### config.mk
export PLATFORM = sky130hd
export DESIGN_NAME = servo_pulse_decoder
export DESIGN_NICKNAME = d
export VERILOG_FILES = /design/src/rtl/servo_pkg.sv /design/src/rtl/servo_in_sync.sv /design/src/rtl/servo_pulse_decoder.sv
export SDC_FILE = /design/constraint.sdc
export NUM_CORES = 1
export LEC_CHECK = 0
export BUFFER_PORTS_ARGS = -buffer_cell sky130_fd_sc_hd__clkbuf_2
export CORE_UTILIZATION = 57
export CTS_CLUSTER_DIAMETER = 30
export DETAILED_ROUTE_END_ITERATION = 8
export GPL_TIMING_DRIVEN = 0
export PLACE_DENSITY_LB_ADDON = 0.2
export SYNTH_ARGS = -nofsm -noshare
export SYNTH_HDL_FRONTEND = slang
export SYNTH_SLANG_ARGS = --single-unit
### constraint.sdc
create_clock -name clk_i -period 5.8 [get_ports clk_i]
set_input_delay 0.29 -clock clk_i [delete_from_list [all_inputs] [get_ports clk_i]]
set_output_delay 0.29 -clock clk_i [all_outputs]
set_load 0.01 [all_outputs]
### src/rtl/servo_pkg.sv
`timescale 1ns/1ps
// servo_pkg: constants, state encoding, error codes and timing helpers shared
// by the servo pulse generator and decoder.
package servo_pkg;

  // Nanoseconds in one millisecond: the fixed pulse prefix and position span.
  localparam int unsigned MS_NS = 1_000_000;

  typedef enum logic [1:0] {
    WAIT_LOW = 2'd0,
    ARMED    = 2'd1,
    HIGH1MS  = 2'd2,
    MEASURE  = 2'd3
  } state_t;

  localparam logic [1:0] ERR_SHORT = 2'b01;
  localparam logic [1:0] ERR_LONG  = 2'b10;

  // Clocks in one millisecond.
  function automatic int unsigned ms_cyc(input int unsigned clk_per_ns);
    return MS_NS / clk_per_ns;
  endfunction

  // Clocks per position step minus one: the millisecond split into 2**n steps.
  function automatic int unsigned tick_cyc(input int unsigned clk_per_ns,
                                           input int unsigned n);
    return ms_cyc(clk_per_ns) >> n;
  endfunction

endpackage

### src/rtl/servo_in_sync.sv
`timescale 1ns/1ps
// servo_in_sync: brings the asynchronous servo line into the clock domain and
// produces a one-cycle rise/fall strobe for each level change.
module servo_in_sync (
  input  logic clk_i,
  input  logic rst_ni,
  input  logic srv_i,
  output logic lvl,
  output logic rise,
  output logic fall
);

  logic sync_p0;
  logic sync_p1;
  logic lvl_p2;

  // Synchronizer and edge history; reset to high so a pulse already in
  // progress at reset release never looks like a fresh rising edge.
  always_ff @(posedge clk_i or negedge rst_ni) begin
    if (!rst_ni) begin
      sync_p0 <= 1'b1;
      sync_p1 <= 1'b1;
      lvl_p2  <= 1'b1;
    end else begin
      sync_p0 <= srv_i;
      sync_p1 <= sync_p0;
      lvl_p2  <= sync_p1;
    end
  end

  assign lvl  = sync_p1;
  assign rise = sync_p1 & ~lvl_p2;
  assign fall = ~sync_p1 & lvl_p2;

endmodule

### src/rtl/servo_pulse_decoder.sv
`timescale 1ns/1ps
// servo_pulse_decoder: measures each high pulse on the servo line and recovers
// the N-bit position (1 ms prefix + position steps), flagging short/long
// pulses and a missing-frame timeout.
module servo_pulse_decoder
  import servo_pkg::*;
#(
  parameter int unsigned CLK_PER_NS = 40,
  parameter int unsigned N          = 8,
  parameter int unsigned TIMEOUT_MS = 25
) (
  input  logic         clk_i,
  input  logic         rst_ni,
  input  logic         en_i,
  input  logic         srv_i,
  output logic [N-1:0] position_o,
  output logic         valid_o,
  output logic         err_o,
  output logic [1:0]   err_code_o,
  output logic         timeout_o
);

  localparam int unsigned MS_CYC   = ms_cyc(CLK_PER_NS);
  localparam int unsigned TICK_CYC = tick_cyc(CLK_PER_NS, N);
  localparam int unsigned MS_W     = $clog2(MS_CYC + 1);
  localparam int unsigned TICK_W   = $clog2(TICK_CYC + 1);
  localparam int unsigned GAP_W    = $clog2(TIMEOUT_MS + 1);

  localparam logic [MS_W-1:0]   MS_LAST   = MS_W'(MS_CYC);
  localparam logic [TICK_W-1:0] TICK_LAST = TICK_W'(TICK_CYC);
  localparam logic [TICK_W-1:0] TICK_HALF = TICK_W'(TICK_CYC / 2);
  localparam logic [N-1:0]      POS_LAST  = '1;
  localparam logic [GAP_W-1:0]  GAP_LAST  = GAP_W'(TIMEOUT_MS);

  // Whole steps plus a round-up bit, clamped to the largest position.
  function automatic logic [N-1:0] sat_round(input logic [N-1:0] pos,
                                             input logic round_up);
    logic [N:0] sum;
    sum = {1'b0, pos} + {{N{1'b0}}, round_up};
    return sum[N] ? {N{1'b1}} : sum[N-1:0];
  endfunction

  logic sync_lvl, sync_rise, sync_fall;

  servo_in_sync u_sync (
    .clk_i  (clk_i),
    .rst_ni (rst_ni),
    .srv_i  (srv_i),
    .lvl    (sync_lvl),
    .rise   (sync_rise),
    .fall   (sync_fall)
  );

  state_t              state_q, state_d;
  logic [MS_W-1:0]     mscnt_q, mscnt_d;
  logic [TICK_W-1:0]   tick_q, tick_d;
  logic [N-1:0]        pos_q, pos_d;
  logic [N-1:0]        position_d;
  logic                valid_d, err_d;
  logic [1:0]          code_d;
  logic [MS_W-1:0]     pre_q;
  logic [GAP_W-1:0]    gap_q;

  // Next-state, counter and strobe decode for the pulse measurement FSM.
  always_comb begin
    state_d    = state_q;
    mscnt_d    = mscnt_q;
    tick_d     = tick_q;
    pos_d      = pos_q;
    position_d = position_o;
    valid_d    = 1'b0;
    err_d      = 1'b0;
    code_d     = err_code_o;
    if (!en_i) begin
      state_d = WAIT_LOW;
      mscnt_d = '0;
      tick_d  = '0;
      pos_d   = '0;
    end else begin
      case (state_q)
        WAIT_LOW: if (!sync_lvl) state_d = ARMED;
        ARMED: begin
          if (sync_rise) begin
            state_d = HIGH1MS;
            mscnt_d = '0;
          end
        end
        HIGH1MS: begin
          if (sync_fall) begin
            state_d = ARMED;
            if (mscnt_q < MS_LAST) begin
              err_d  = 1'b1;
              code_d = ERR_SHORT;
            end else begin
              // Prefix just completed: a zero-step pulse.
              valid_d    = 1'b1;
              position_d = '0;
            end
          end else if (mscnt_q == MS_LAST) begin
            state_d = MEASURE;
            tick_d  = '0;
            pos_d   = '0;
          end else begin
            mscnt_d = mscnt_q + MS_W'(1);
          end
        end
        MEASURE: begin
          if (sync_fall) begin
            // Half-step rounding absorbs jitter from registered generators.
            valid_d    = 1'b1;
            position_d = sat_round(pos_q, tick_q > TICK_HALF);
            state_d    = ARMED;
          end else if (pos_q == POS_LAST && tick_q == TICK_LAST) begin
            err_d   = 1'b1;
            code_d  = ERR_LONG;
            state_d = WAIT_LOW;
          end else if (tick_q == TICK_LAST) begin
            tick_d = '0;
            pos_d  = pos_q + N'(1);
          end else begin
            tick_d = tick_q + TICK_W'(1);
          end
        end
        default: state_d = WAIT_LOW;
      endcase
    end
  end

  // FSM state, measurement counters and registered outputs.
  always_ff @(posedge clk_i or negedge rst_ni) begin
    if (!rst_ni) begin
      state_q    <= WAIT_LOW;
      mscnt_q    <= '0;
      tick_q     <= '0;
      pos_q      <= '0;
      position_o <= '0;
      valid_o    <= 1'b0;
      err_o      <= 1'b0;
      err_code_o <= '0;
    end else begin
      state_q    <= state_d;
      mscnt_q    <= mscnt_d;
      tick_q     <= tick_d;
      pos_q      <= pos_d;
      position_o <= position_d;
      valid_o    <= valid_d;
      err_o      <= err_d;
      err_code_o <= code_d;
    end
  end

  // Free-running ms prescaler and frame-gap counter; frozen while disabled.
  always_ff @(posedge clk_i or negedge rst_ni) begin
    if (!rst_ni) begin
      pre_q     <= '0;
      gap_q     <= '0;
      timeout_o <= 1'b0;
    end else if (en_i) begin
      pre_q <= (pre_q == MS_LAST) ? '0 : pre_q + MS_W'(1);
      if (sync_rise) begin
        gap_q <= '0;
      end else if (pre_q == MS_LAST && gap_q != GAP_LAST) begin
        gap_q <= gap_q + GAP_W'(1);
      end
      if (valid_d) begin
        timeout_o <= 1'b0;
      end else if (gap_q == GAP_LAST) begin
        timeout_o <= 1'b1;
      end
    end
  end

endmodule

==> impl_metrics.tcl <==
set metrics [dict create \
    status "finished clean" \
    vias 3158 \
    die_h_um 83.53 \
    endpoint_kind "register" \
    rrSetupSlack_ns 3.28 \
    hold_path_end "u_sync.lvl$_DFF_PN1_" \
    synth.top_cell.area_share 0.4293 \
    rr_worst_depth 9 \
    hold_viol_final 0 \
    place.port_buffers 16 \
    ys_seq_elements 68 \
    start_util 0.5933 \
    row_count 29 \
    slew_violations 0 \
    max_slew_margin 0.5610 \
    syn_area_um2 3789 \
    finalSetupTns_ns 0 \
    holdBufCountCts 1 \
    clockBufferDepth 2 \
    antenna_left 0 \
    antennaDiodeCount 0 \
    r2r_end "position_o[6]$_DFFE_PN0P_" \
    drt_pass1_iterations 5 \
    multiInputGateArea_um2 1958 \
    synthTopCellsByArea "dfrtp_1 (43%), ha_1 (4.0%), nand2_1 (3.8%)" \
    antenna_found_initial 0 \
    reg2reg_from "tick_q[2]$_DFFE_PN0P_" \
    synth_top_cell_by_area "dfrtp_1" \
    nNetsFinal 451 \
    dpl_cell_area_um2 3988 \
    busiest_layer "met2" \
    gp_congestion 0.8974 \
    insertion_delay_ns 0.36 \
    grt_pass1_vias 3028 \
    cts_resized 0 \
    min_from "u_sync.sync_p0$_DFF_PN1_" \
    startpoint_type "register" \
    h-tree-depth 3 \
    pin_count 17 \
    dpl.hpwl_mm 5.803 \
    finClkSkew_ns 0.01196 \
    yosys_warnings 0 \
    stdcell_area_um2 4203 \
    seq_area_frac_synth 0.4501 \
    vias_per_cell 6.108 \
    crit_required_ns 6.09 \
    use_met3 0.06726 \
    grt_max_degree 43 \
    min_path_cells 0 \
    grt_pass1_wl_mm 14.35 \
    layout.cells.non_filler 517 \
    yosysMostFrequentCell "dfrtp_1" \
    synth-async-reset-ratio 1.000 \
    track_usage 0.2602 \
    clock_sinks 68 \
    rsz0062_at_grt "no" \
    avgRoutedWirePerCell_um 15.72 \
    path_clk_slew_ns 0.08 \
    tritoncts "built" \
    core-area_um2 6386 \
    fp.dieW_um 83.53 \
    final_layout_size_suffix_gt1_frac 0.1227 \
    met2_usage 0.3979 \
    grt_use_met1 0.3570 \
    crit_fanout 8 \
    period_minus_slack_ns 2.518 \
    whs_ns 0.3677 \
    max_cap_violations 0 \
    syn-num-nets 421 \
    synth-edff-count 0 \
    cts_setup_buffers 0 \
    root_buffer "clkbuf_8" \
    syn-mean-instance-area_um2 9.355 \
    post-route-period-util 0.4341 \
    syn_inst 405 \
    grt_overflow 0 \
    critPathKind "reg -> reg" \
    wl_mm 8.127 \
    hold_class "reg -> reg" \
    syn2layout_area_growth_pct 10.93 \
    tightestPinTransition_ns 0.6586 \
    drc 0 \
    cts_buffers 9 \
    drt_iter0_drc 233 \
    p_per_area_nw_per_um2 241.6 \
    yosys_most_used_dff "dfrtp_1" \
    regArea_um2 1705 \
    final-setup-viol-count 0 \
    leakagePower_nw 1.882 \
    dieArea_um2 6976 \
    max_freq_ghz 0.3971 \
    ir_drop_mv 0.2319 \
    fillers 530 \
    ys_types 57 \
    synth_commonest_cells "dfrtp_1 (65), nand2_1 (38), nor2_1 (34), a21oi_1 (18), o21ai_0 (18)" \
    place_inst 499 \
    arrival_ns 2.81 \
]
==> state kept, by name, indices dropped and copies added (netlist names) <==
register        flops
err_code_o          2
err_o               1
gap_q               5
mscnt_q            15
pos_q               8
position_o          8
pre_q              15
state_q             2
tick_q              7
timeout_o           1
u_sync.lvl          1
u_sync.lvl_p2       1
u_sync.sync_p0      1
valid_o             1
==> stage by stage <==
step,setup WS [ns],total power [mW],utilization
2_1_floorplan,3.713,0.5965,-
5_1_grt,3.054,1.061,0.6581
3_3_place_gp,3.289,0.6301,0.6209
4_1_cts,3.307,1.022,0.6565
6_report,3.282,1.015,0.6581
3_5_place_dp,3.346,0.6357,0.6244
==> cells in the final DEF (no fill, tap or decap), types with 4 or more instances in the layout <==
cell type and count:
nor3_1 11, a21oi_1 18, nand2_1 38, dfrtp_1 65, or3_1 7, nor2_1 34
o211ai_1 6, clkbuf_8 10, nor4_1 5, xnor2_1 8, o31ai_1 9, and3_1 12
buf_2 4, clkbuf_2 15, nand3_1 15, clkbuf_1 13, nand2b_1 5, a21o_1 6
o21ai_0 18, nand4_1 12, a31o_2 4, o21ai_1 9, nor2b_1 4, and2_1 4
inv_1 15, ha_1 12, or4_1 4, a31oi_1 7, xor2_1 11
==> power breakdown <==
group	internal, mW	leakage [nW]	switching (mW)
Clock	0.210	0.0926	0.178
Combinational	0.0406	0.865	0.0612
Sequential	0.501	0.924	0.0249
Total	0.751	1.88	0.265
==> cell families after synthesis <==
kind of cell               Yosys count  share of synthesized area
muxes                                4                    0.01156
AOI/OAI and AO/OA                  106                     0.1922
buffers and inverters               31                    0.03303
adders and majority gates           12                    0.03963
xor gates and xnor gates            19                    0.04392
DFF                                 68                     0.4501
and+or+nand+nor                    165                     0.2295
==> metal layers <==
layer  vias up  wire length (um)
li1       1544                 -
met5         -                 0
met4         0               135
met2        85              3739
met3        12               456
met1      1517              3796
==> final cells by class <==
type / instances / share of cell area
Tap cell: 77 / 0.02292
Clock inverter: 4 / 0.01191
Clock buffer: 12 / 0.03453
Multi-Input combinational cell: 306 / 0.4659
Timing Repair Buffer: 19 / 0.02918
Buffer: 16 / 0.01637
Sequential cell: 68 / 0.4058
Inverter: 15 / 0.01340
==> critical path: stages, from the launching register on <==
cell and delay (ns):
dfrtp_1 0.46, nor2_1 0.25, nand2_1 0.09, a31o_2 0.26, ha_1 0.20, ha_1 0.21
nand3_1 0.19, nor3_1 0.06, a2111oi_0 0.59, a21o_1 0.14
==> worst max path at each step <==
| stage | slack (ns) | end | from |
|---|---|---|---|
| 2_1_floorplan | 3.71 | gap_q[4]$_DFFE_PN0P_ | pre_q[0]$_DFFE_PN0P_ |
| 3_3_place_gp | 3.29 | position_o[6]$_DFFE_PN0P_ | tick_q[2]$_DFFE_PN0P_ |
| 3_5_place_dp | 3.35 | position_o[6]$_DFFE_PN0P_ | tick_q[2]$_DFFE_PN0P_ |
| 4_1_cts | 3.31 | position_o[6]$_DFFE_PN0P_ | tick_q[2]$_DFFE_PN0P_ |
| 5_1_grt | 3.05 | position_o[6]$_DFFE_PN0P_ | tick_q[2]$_DFFE_PN0P_ |
| 6_report | 3.28 | position_o[6]$_DFFE_PN0P_ | tick_q[2]$_DFFE_PN0P_ |
Note: power is estimated with default switching activity, not from simulation.
